==> config.mk <==
export PLATFORM = sky130hd
export DESIGN_NAME = water_level_ctrl
export DESIGN_NICKNAME = d
export VERILOG_FILES = /design/src/rtl/water_level_ctrl.sv
export SDC_FILE = /design/constraint.sdc
export NUM_CORES = 1
export LEC_CHECK = 0
export BUFFER_PORTS_ARGS = -buffer_cell sky130_fd_sc_hd__buf_2
export CORE_MARGIN = 2
export CORE_UTILIZATION = 47
export CTS_CLUSTER_DIAMETER = 150
export DETAILED_ROUTE_END_ITERATION = 12
export GPL_TIMING_DRIVEN = 0
export PLACE_DENSITY = 0.75
export SYNTH_ARGS = -nofsm -noshare
export SYNTH_HDL_FRONTEND = slang
export SYNTH_SLANG_ARGS = --single-unit
==> constraint.sdc <==
create_clock -name i_clk -period 2.38 [get_ports i_clk]
set_input_delay 0.595 -clock i_clk [delete_from_list [all_inputs] [get_ports i_clk]]
set_output_delay 0.595 -clock i_clk [all_outputs]
set_load 0.005 [all_outputs]
==> src/rtl/water_level_ctrl.sv <==
// Lock chamber water-level responder: steps the level toward 0 or MAX_LEVEL and reports busy/done/reject/fault.
// Define WATER_LEVEL_HEX_EN to enable the seven-segment decode on o_hex; otherwise o_hex is blank.
module water_level_ctrl #(
  parameter int MAX_LEVEL      = 9,
  parameter int TICKS_PER_STEP = 4,
  parameter int LW             = $clog2(MAX_LEVEL + 1)
) (
  input  logic          i_clk,
  input  logic          i_reset,
  input  logic          i_inc_req,
  input  logic          i_dec_req,
  input  logic          i_gate_open,
  output logic [LW-1:0] o_level,
  output logic          o_busy,
  output logic          o_done,
  output logic          o_reject,
  output logic          o_fault,
  output logic          o_at_low,
  output logic          o_at_high,
  output logic [6:0]    o_hex
);

  localparam int TW = (TICKS_PER_STEP > 1) ? $clog2(TICKS_PER_STEP) : 1;
  localparam logic [TW-1:0] TICK_LAST = TW'(TICKS_PER_STEP - 1);
  localparam logic [LW-1:0] LEVEL_MAX = LW'(MAX_LEVEL);

  typedef enum logic [1:0] {
    ST_IDLE  = 2'd0,
    ST_FILL  = 2'd1,
    ST_DRAIN = 2'd2
  } state_t;

  state_t        r_state, w_state_nxt;
  logic [LW-1:0] r_level, w_level_nxt, w_level_step;
  logic [TW-1:0] r_tick, w_tick_nxt;
  logic          r_done, r_reject, r_fault;
  logic          w_done_nxt, w_reject_nxt, w_fault_nxt;
  logic          w_any_req;

  assign w_any_req    = i_inc_req | i_dec_req;
  assign w_level_step = (r_state == ST_FILL) ? (r_level + LW'(1)) : (r_level - LW'(1));

  always_ff @(posedge i_clk or posedge i_reset) begin
    if (i_reset) begin
      r_state  <= ST_IDLE;
      r_level  <= '0;
      r_tick   <= '0;
      r_done   <= 1'b0;
      r_reject <= 1'b0;
      r_fault  <= 1'b0;
    end else begin
      r_state  <= w_state_nxt;
      r_level  <= w_level_nxt;
      r_tick   <= w_tick_nxt;
      r_done   <= w_done_nxt;
      r_reject <= w_reject_nxt;
      r_fault  <= w_fault_nxt;
    end
  end

  always_comb begin
    w_state_nxt  = r_state;
    w_level_nxt  = r_level;
    w_tick_nxt   = r_tick;
    w_done_nxt   = 1'b0;
    w_reject_nxt = 1'b0;
    w_fault_nxt  = 1'b0;
    case (r_state)
      ST_IDLE: begin
        if (i_inc_req && i_dec_req) begin
          w_reject_nxt = 1'b1;
        end else if (w_any_req && i_gate_open) begin
          w_reject_nxt = 1'b1;
        end else if (i_inc_req) begin
          if (r_level == LEVEL_MAX) begin
            w_reject_nxt = 1'b1;
          end else begin
            w_state_nxt = ST_FILL;
            w_tick_nxt  = '0;
          end
        end else if (i_dec_req) begin
          if (r_level == '0) begin
            w_reject_nxt = 1'b1;
          end else begin
            w_state_nxt = ST_DRAIN;
            w_tick_nxt  = '0;
          end
        end
      end
      ST_FILL, ST_DRAIN: begin
        w_reject_nxt = w_any_req;
        // A gate opening wins over a step due on the same edge.
        if (i_gate_open) begin
          w_state_nxt = ST_IDLE;
          w_fault_nxt = 1'b1;
          w_tick_nxt  = '0;
        end else if (r_tick == TICK_LAST) begin
          w_tick_nxt  = '0;
          w_level_nxt = w_level_step;
          if ((r_state == ST_FILL && w_level_step == LEVEL_MAX) ||
              (r_state == ST_DRAIN && w_level_step == '0)) begin
            w_state_nxt = ST_IDLE;
            w_done_nxt  = 1'b1;
          end
        end else begin
          w_tick_nxt = r_tick + TW'(1);
        end
      end
      default: begin
        w_state_nxt = ST_IDLE;
        w_tick_nxt  = '0;
      end
    endcase
  end

  assign o_level   = r_level;
  assign o_busy    = (r_state != ST_IDLE);
  assign o_done    = r_done;
  assign o_reject  = r_reject;
  assign o_fault   = r_fault;
  assign o_at_low  = (r_level == '0);
  assign o_at_high = (r_level == LEVEL_MAX);

`ifdef WATER_LEVEL_HEX_EN
  // Segment order gfedcba, active-low.
  always_comb begin
    o_hex = 7'b1111111;
    case (r_level)
      LW'(0): o_hex = 7'b1000000;
      LW'(1): o_hex = 7'b1111001;
      LW'(2): o_hex = 7'b0100100;
      LW'(3): o_hex = 7'b0110000;
      LW'(4): o_hex = 7'b0011001;
      LW'(5): o_hex = 7'b0010010;
      LW'(6): o_hex = 7'b0000010;
      LW'(7): o_hex = 7'b1111000;
      LW'(8): o_hex = 7'b0000000;
      LW'(9): o_hex = 7'b0010000;
      default: o_hex = 7'b1111111;
    endcase
  end
`else
  assign o_hex = 7'b1111111;
`endif

endmodule

==> out/results.txt, run 1 <==
flop-to-flop setup slack: 20 ps
total I/O pin count: 22
Pwr per Cell Area: 1158 nW/um^2
Post-CTS Hold Fix Bufs: 0
period utilization: 0.9919
ANT nets after route: 0
depth of the worst register-to-register path: 9
Row Count: 15
area of the die: 2260 um^2
Starting Density: 0.5104
Cell Area, Synth: 890.9 um^2
Yosys Warn Count: 0
maximum number of pins on one net before global-route repair: 12
number of synthesized flops with an enable pin: 0
synthesis-stage register bit count: 11
total gr overflow: 0
crit path max-delay cell type: sky130_fd_sc_hd__or4_4
Vias per Instance: 5.026
worst-margin pin slew: 515.2 ps
via count of the first global-routing pass: 690
number of detailed-routing iterations run before antenna repair: 4
buffering stage count on the worst path with inverters included: 2
Worst IR Drop VDD: 0.0007109 V
first-pass GRT wire length: 2946 um
drt drc: 0
total of buffers placed on input and output ports: 14
DRC violation total after the first TritonRoute iteration: 16
Final nets: 144
worst skew pair latency: 280 ps
buffers from clock root to sink, at most: 2
stage delay of the slowest cell on the critical path: 530 ps
final core utilization: 0.6832
Post-Route WL: 2033 um
die height: 47.54 um
cell seen most often among critical-path stages: sky130_fd_sc_hd__ha_4
weighted congestion at the end of routability-driven global placement: 0.8283
capturing point of the worst reg2reg path: r_state[1]
cell leakage power: 0.0005782 uW
crit path time final: 2361 ps
via count: 769
Final HPWL DP: 1358 um
# Max-Cap Violations: 0
number of distinct library cell variants in the gate-level netlist after synthesis: 35
FMAX: 423.6 MHz
setup repair after global routing missed its margin: true
skew final: 14.85 ps
die width: 47.54 um
average detailed-routed wire length per instance: 13.29 um
Mapped Cells: 95
outcome: finished clean
crit-path leading delay family: adder cells
arrival time of data at the critical path endpoint: 2570 ps
kind of start point of the critical path: register
root buffer selected by CTS: sky130_fd_sc_hd__clkbuf_4
number of stages on the worst setup path: 9
number of max-slew violations in the final report: 0
CP max FO: 4
worst hold path class: input pin to asynchronous set/reset pin
clock tree from TritonCTS: done
worst rel slew slack: 0.6558
worst slack at placement: -194.7 ps
setup slack after layout: 19.24 ps
CTS clock-pin slew for the worst setup and hold paths: 80 ps
ratio of cells with drive above 1 in the final layout: 0.3906
synth-to-layout area growth: 33.85%
capture point of the critical path: r_state[1]
startpoint of the worst register-to-register path: r_state[1]
deepest level of the CTS H-tree: 1
Critical Path Start: r_state[1]
count of clock tree sinks: 11
WS Path Type: register to register
antenna diode count: 0
number of antenna violations at the first check in global routing: 0
number of buffers inserted during clock tree synthesis: 3
Hold Vio Cnt, Final: 0
fraction of the yosys area taken by sequential cells: 0.3090
required arrival time at the worst endpoint: 2580 ps
GRT Util Overall: 0.1983
Avg Synthesized Cell Area: 9.377 um^2
type of element capturing the critical path: register
crit-path cells: inv_2, ha_4, inv_6, ha_4, ha_4, nand2_2, or4_4, a311oi_4, mux2i_1
async set or reset register ratio after synthesis: 1.000
leading register cell type out of synthesis: sky130_fd_sc_hd__dfrtp_1
number of setup violations in the final report: 0
Core Box Area: 1745 um^2
==> worst register-to-register path, stage by stage, from the launching register on <==
cell,delay [ps]
sky130_fd_sc_hd__dfrtp_1,390
sky130_fd_sc_hd__inv_2,80
sky130_fd_sc_hd__ha_4,160
sky130_fd_sc_hd__inv_6,50
sky130_fd_sc_hd__ha_4,300
sky130_fd_sc_hd__ha_4,150
sky130_fd_sc_hd__nand2_2,50
sky130_fd_sc_hd__or4_4,530
sky130_fd_sc_hd__a311oi_4,330
sky130_fd_sc_hd__mux2i_1,240
==> power breakdown <==
part	switching [uW]	internal [uW]
sequential	76.6	253
clock	70.1	65.0
combinational	452	464
==> per-stage QoR <==
| step | instances | power (uW) | instance area [um^2] | setup TNS, ps | hold slack [ps] |
|---|---|---|---|---|---|
| final | 153 | 1381 | 1192 | 0 | 296.1 |
| after global routing | 153 | 1495 | 1192 | -154.4 | 323.9 |
| after CTS | 150 | 1297 | 1141 | 0 | 306.6 |
| after detailed placement | 140 | 1025 | 1042 | -360.0 | 489.2 |
| after global placement | 140 | 1004 | 1042 | -322.9 | 478.4 |
| after floorplan | 101 | 850.1 | 940.9 | 0 | 447.4 |
==> layout make-up <==
class | instances | area [um^2]
Tap cell | 25 | 31.28
Clock buffer | 4 | 26.28
Timing Repair Buffer | 23 | 137.6
Inverter | 10 | 42.54
Multi-Input combinational cell | 71 | 610.6
Fill cell | 134 | 553.0
Sequential cell | 11 | 275.3
Buffer | 9 | 68.82
==> worst min-delay path by stage <==
stage          startpoint         end  slack (ps)  cells past startpoint
2_1_floorplan     i_reset      o_done         450                      1
3_3_place_gp    r_tick[1]   r_tick[1]         480                      2
3_5_place_dp    r_tick[1]   r_tick[1]         490                      2
4_1_cts           i_reset  r_state[1]         310                      2
5_1_grt           i_reset  r_state[1]         320                      2
6_report          i_reset  r_state[1]         300                      2
==> state kept, by name (all words and copies together), names as in the netlist <==
name and count:
o_level 4, o_done 1, o_reject 1, o_fault 1
r_state 2, r_tick 2
==> layer usage <==
metal | routed length [um] | global-route usage | vias to the layer above
met2 | 1075 | 0.3378 | 22
li1 | - | - | 382
met1 | 822 | 0.2367 | 359
met4 | 72 | 0.1351 | 0
met5 | 0 | 0 | -
met3 | 62 | 0.01509 | 6
==> cell usage after synthesis (2+ instances only) <==
cell,number,area [um^2]
sky130_fd_sc_hd__xnor2_1,5,43.79
sky130_fd_sc_hd__mux2i_1,2,20.02
sky130_fd_sc_hd__inv_1,10,37.54
sky130_fd_sc_hd__nand2_1,9,33.78
sky130_fd_sc_hd__nor2_1,3,11.26
sky130_fd_sc_hd__a21oi_1,6,30.03
sky130_fd_sc_hd__o31a_1,2,17.52
sky130_fd_sc_hd__buf_4,7,52.55
sky130_fd_sc_hd__a211oi_1,2,15.01
sky130_fd_sc_hd__nor4_1,2,12.51
sky130_fd_sc_hd__a21o_1,2,15.01
sky130_fd_sc_hd__dfrtp_1,11,275.3
sky130_fd_sc_hd__o21ai_1,2,10.01
sky130_fd_sc_hd__ha_1,9,112.6
sky130_fd_sc_hd__nand3b_1,2,15.01
sky130_fd_sc_hd__and2_1,2,12.51
==> what timing repair did <==
action                     CTS  global route
resized for setup            5             8
setup endpoints to repair    2             2
pin swaps                    5             8
buffers inserted             6             3
==> cell usage in the layout, fill, tap and decap left out, types with 3 or more instances in the layout <==
| cell | count |
|---|---|
| sky130_fd_sc_hd__buf_4 | 16 |
| sky130_fd_sc_hd__buf_2 | 15 |
| sky130_fd_sc_hd__dfrtp_1 | 11 |
| sky130_fd_sc_hd__nand2_1 | 8 |
| sky130_fd_sc_hd__inv_1 | 7 |
| sky130_fd_sc_hd__conb_1 | 7 |
| sky130_fd_sc_hd__a21oi_1 | 6 |
| sky130_fd_sc_hd__xnor2_1 | 5 |
| sky130_fd_sc_hd__ha_4 | 4 |
| sky130_fd_sc_hd__ha_1 | 4 |
| sky130_fd_sc_hd__clkbuf_4 | 3 |
==> cells by family after synthesis <==
kind of cell / share of synthesized area
XOR/XNOR: 0.04916
adder cells (fa/ha/maj): 0.1489
AO/OA/AOI/OAI: 0.1559
flip-flops: 0.3090
AND/OR/NAND/NOR: 0.1784
multiplexers: 0.03511
other: 0.004209
buffers and inverters: 0.1194
Power figures use the tool's default switching activity.
==> run 2, diff against run 1 <==
--- a/config.mk
+++ b/config.mk
@@ -5,13 +5,14 @@
 export SDC_FILE = /design/constraint.sdc
 export NUM_CORES = 1
 export LEC_CHECK = 0
+export ABC_AREA = 1
 export BUFFER_PORTS_ARGS = -buffer_cell sky130_fd_sc_hd__buf_2
 export CORE_MARGIN = 2
-export CORE_UTILIZATION = 47
+export CORE_UTILIZATION = 46
 export CTS_CLUSTER_DIAMETER = 150
 export DETAILED_ROUTE_END_ITERATION = 12
 export GPL_TIMING_DRIVEN = 0
-export PLACE_DENSITY = 0.75
+export PLACE_DENSITY = 0.74
 export SYNTH_ARGS = -nofsm -noshare
 export SYNTH_HDL_FRONTEND = slang
 export SYNTH_SLANG_ARGS = --single-unit
==> run 2 against run 1 <==
Effect of this change: highest routed layer unchanged; setup slack better by 260 ps; maximum frequency up 12%; clock skew down 11 ps; clock power down 7%; area after synthesis down 4.1%; core utilization down 9.8 points; cell area down 14%; via count down 5.2%.
==> out/results.txt, run 2 <==
outcome: finished clean
weighted congestion at the end of routability-driven global placement: 0.7351 (-11%)
Avg Synthesized Cell Area: 7.840 um^2 (-16%)
Pwr per Cell Area: 1036 nW/um^2 (-11%)
clock tree from TritonCTS: done
internal power contribution: 567.2 uW (-27%)
Row Count: 15 (unchanged)
capturing point of the worst reg2reg path: r_state[1]
Starting Density: 0.4896 (-0.02079)
power share of the sequential group: 0.316 (+0.077)
area of the multi-input gates: 494.2 um^2 (-19%)
arrival time of data at the critical path endpoint: 2260 ps (-310 ps)
part of the power in combinational logic: 0.564 (-0.099)
type of element capturing the critical path: register
count of clock tree sinks: 11 (unchanged)
first-pass GRT wire length: 2635 um (-11%)
antenna diode count: 0 (unchanged)
crit path time final: 2103 ps (-257.9 ps)
kind of start point of the critical path: register
CP max FO: 5 (+1)
drt drc: 0 (unchanged)
buffers from clock root to sink, at most: 2 (unchanged)
share of power burned in the clock network: 0.119 (+0.021)
Post-Route WL: 1604 um (-21%)
cell leakage power: 0.0005760 uW (-0.38%)
flop-to-flop setup slack: 280 ps (+260 ps)
total gr overflow: 0 (unchanged)
total I/O pin count: 22 (unchanged)
synth-to-layout area growth: 19.47%
top cells by area, synth: sky130_fd_sc_hd__dfrtp_1, sky130_fd_sc_hd__ha_1, sky130_fd_sc_hd__nand2_1
ANT nets after route: 0 (unchanged)
Core Box Area: 1745 um^2 (unchanged)
number of detailed-routing iterations run before antenna repair: 5 (+1)
Cell Area, Synth: 854.6 um^2 (-4.1%)
number of antenna violations at the first check in global routing: 0 (unchanged)
Sw Pwr: 490.0 uW (-18%)
worst hold path class: input pin to asynchronous set/reset pin
fraction of power spent switching nets: 0.4635 (+0.02981)
most numerous cell in the Yosys netlist: sky130_fd_sc_hd__nand2_1
Final nets: 149 (+3.5%)
area of the die: 2218 um^2 (-1.8%)
total of buffers placed on input and output ports: 14 (unchanged)
startpoint of the worst register-to-register path: r_state[1]
Vias per Instance: 4.614 (-8.2%)
number of max-slew violations in the final report: 0 (unchanged)
period utilization: 0.8835 (-0.1084)
worst slack at placement: 210.1 ps (+404.8 ps)
flip-flop count of the largest register after layout: 4 (unchanged)
required arrival time at the worst endpoint: 2540 ps (-40 ps)
root buffer selected by CTS: sky130_fd_sc_hd__clkbuf_4
deepest level of the CTS H-tree: 1 (unchanged)
number of synthesized flops with an enable pin: 0 (unchanged)
# Max-Cap Violations: 0 (unchanged)
average detailed-routed wire length per instance: 10.15 um (-24%)
GRT Util Overall: 0.1693 (-0.02900)
synthesis-stage register bit count: 11 (unchanged)
die height: 47.10 um (-0.92%)
depth of the worst register-to-register path: 14 (+5)
Mapped Cells: 109 (+15%)
Final HPWL DP: 1266 um (-6.8%)
highest-count cells in the layout ignoring fill and taps: sky130_fd_sc_hd__nand2_1, sky130_fd_sc_hd__inv_1, sky130_fd_sc_hd__buf_2, sky130_fd_sc_hd__nand3_1, sky130_fd_sc_hd__dfrtp_1
die width: 47.10 um (-0.92%)
setup slack after layout: 277.2 ps (+257.9 ps)
most frequent cells after synthesis: sky130_fd_sc_hd__nand2_1, sky130_fd_sc_hd__inv_1, sky130_fd_sc_hd__dfrtp_1, sky130_fd_sc_hd__nand3_1, sky130_fd_sc_hd__ha_1
portion of synthesized cell area occupied by the leading cell type: 0.3221 (+0.01312)
WS Path Type: register to register
number of setup violations in the final report: 0 (unchanged)
final sum of negative setup slack: 0 ps (unchanged)
leading register cell type out of synthesis: sky130_fd_sc_hd__dfrtp_1
Yosys Warn Count: 0 (unchanged)
ratio of cells with drive above 1 in the final layout: 0.2481 (-0.1425)
DRC violation total after the first TritonRoute iteration: 4 (-12)
via count: 729 (-5.2%)
cell accounting for the most synthesized area: sky130_fd_sc_hd__dfrtp_1
via count of the first global-routing pass: 636 (-7.8%)
FMAX: 475.6 MHz (+12%)
Hold Vio Cnt, Final: 0 (unchanged)
Worst IR Drop VDD: 0.0004811 V (-32%)
footprint of the flip-flops and latches: 275.3 um^2 (unchanged)
number of distinct library cell variants in the gate-level netlist after synthesis: 22 (-37%)
CTS clock-pin slew for the worst setup and hold paths: 70 ps (about the same)
fill cell count: 167 (+25%)
setup repair after global routing missed its margin: false
worst skew pair latency: 270 ps (about the same)
async set or reset register ratio after synthesis: 1.000 (unchanged)
most common cell after layout, fill and taps aside: sky130_fd_sc_hd__nand2_1
Post-CTS Setup Bufs: 0 (-6)
fraction of the yosys area taken by sequential cells: 0.3221 (+0.01312)
skew final: 3.672 ps (-11.17 ps)
Critical Path Start: r_state[1]
maximum number of pins on one net before global-route repair: 12 (unchanged)
number of buffers inserted during clock tree synthesis: 3 (unchanged)
run 2: timing repair:
item                                    in CTS  in global routing
hold buffers                                 0                  0
resized for setup                            0                  2
endpoints found under the setup margin       0                  2
run 2: per-stage QoR:
stage                 util  hold WS, ps  instance area, um^2  total power, uW  cells
floorplan                -        447.4                877.1            733.6    115
global placement    0.5606        522.7                978.4            872.7    154
detailed placement  0.5606        529.1                978.4            893.4    154
CTS                 0.5756        310.5                 1005             1023    158
global route        0.5849        330.6                 1021             1173    158
finish              0.5849        300.8                 1021             1057    158
run 2: logic make-up after synthesis:
family	synth area share
other	0.004388
xor gates and xnor gates	0.01025
AOI/OAI and AO/OA	0.06442
DFF	0.3221
adders and majority gates	0.1552
muxes	0.01318
and+or+nand+nor	0.2855
buffers and inverters	0.1450
run 2: power groups by stage:
stage               Combinational (uW)  Clock [uW]  Sequential [uW]
finish                             597         126              335
global route                       692         137              344
CTS                                564         129              331
detailed placement                 562           0              331
global placement                   542           0              331
floorplan                          413           0              320
run 2: layout make-up:
type | count | area share
Buffer | 7 | 0.05147
Sequential cell | 11 | 0.2696
Inverter | 19 | 0.06985
Tap cell | 25 | 0.03064
Clock buffer | 4 | 0.02574
Timing Repair Buffer | 14 | 0.06863
Multi-Input combinational cell | 78 | 0.4841
run 2: per-layer routing:
metal | track usage | part of all wire | vias up
li1 | - | - | 375
met4 | 0.06667 | 0.013 | 0
met1 | 0.2141 | 0.46 | 323
met5 | 0 | 0 | -
met3 | 0.03462 | 0.054 | 4
met2 | 0.2822 | 0.47 | 27
run 2: worst max path at each step:
stage / endpoint / slack, ps
2_1_floorplan: r_state[0] / 430
5_1_grt: r_state[0] / 20
4_1_cts: r_state[1] / 210
3_3_place_gp: r_state[1] / 250
3_5_place_dp: r_state[0] / 210
6_report: r_state[1] / 280
run 2: critical path, stage by stage (launching register included):
cell                       delay [ps]
sky130_fd_sc_hd__dfrtp_1          410
sky130_fd_sc_hd__inv_1             90
sky130_fd_sc_hd__ha_1             200
sky130_fd_sc_hd__inv_1            150
sky130_fd_sc_hd__ha_1             350
sky130_fd_sc_hd__inv_1             70
sky130_fd_sc_hd__ha_1             130
sky130_fd_sc_hd__nand2_1           40
sky130_fd_sc_hd__nand3b_1         150
sky130_fd_sc_hd__nand2_1           60
sky130_fd_sc_hd__nand2_1           60
sky130_fd_sc_hd__nand2_1          120
sky130_fd_sc_hd__nand2_2           60
sky130_fd_sc_hd__nand2_1           60
sky130_fd_sc_hd__nand2_1           40
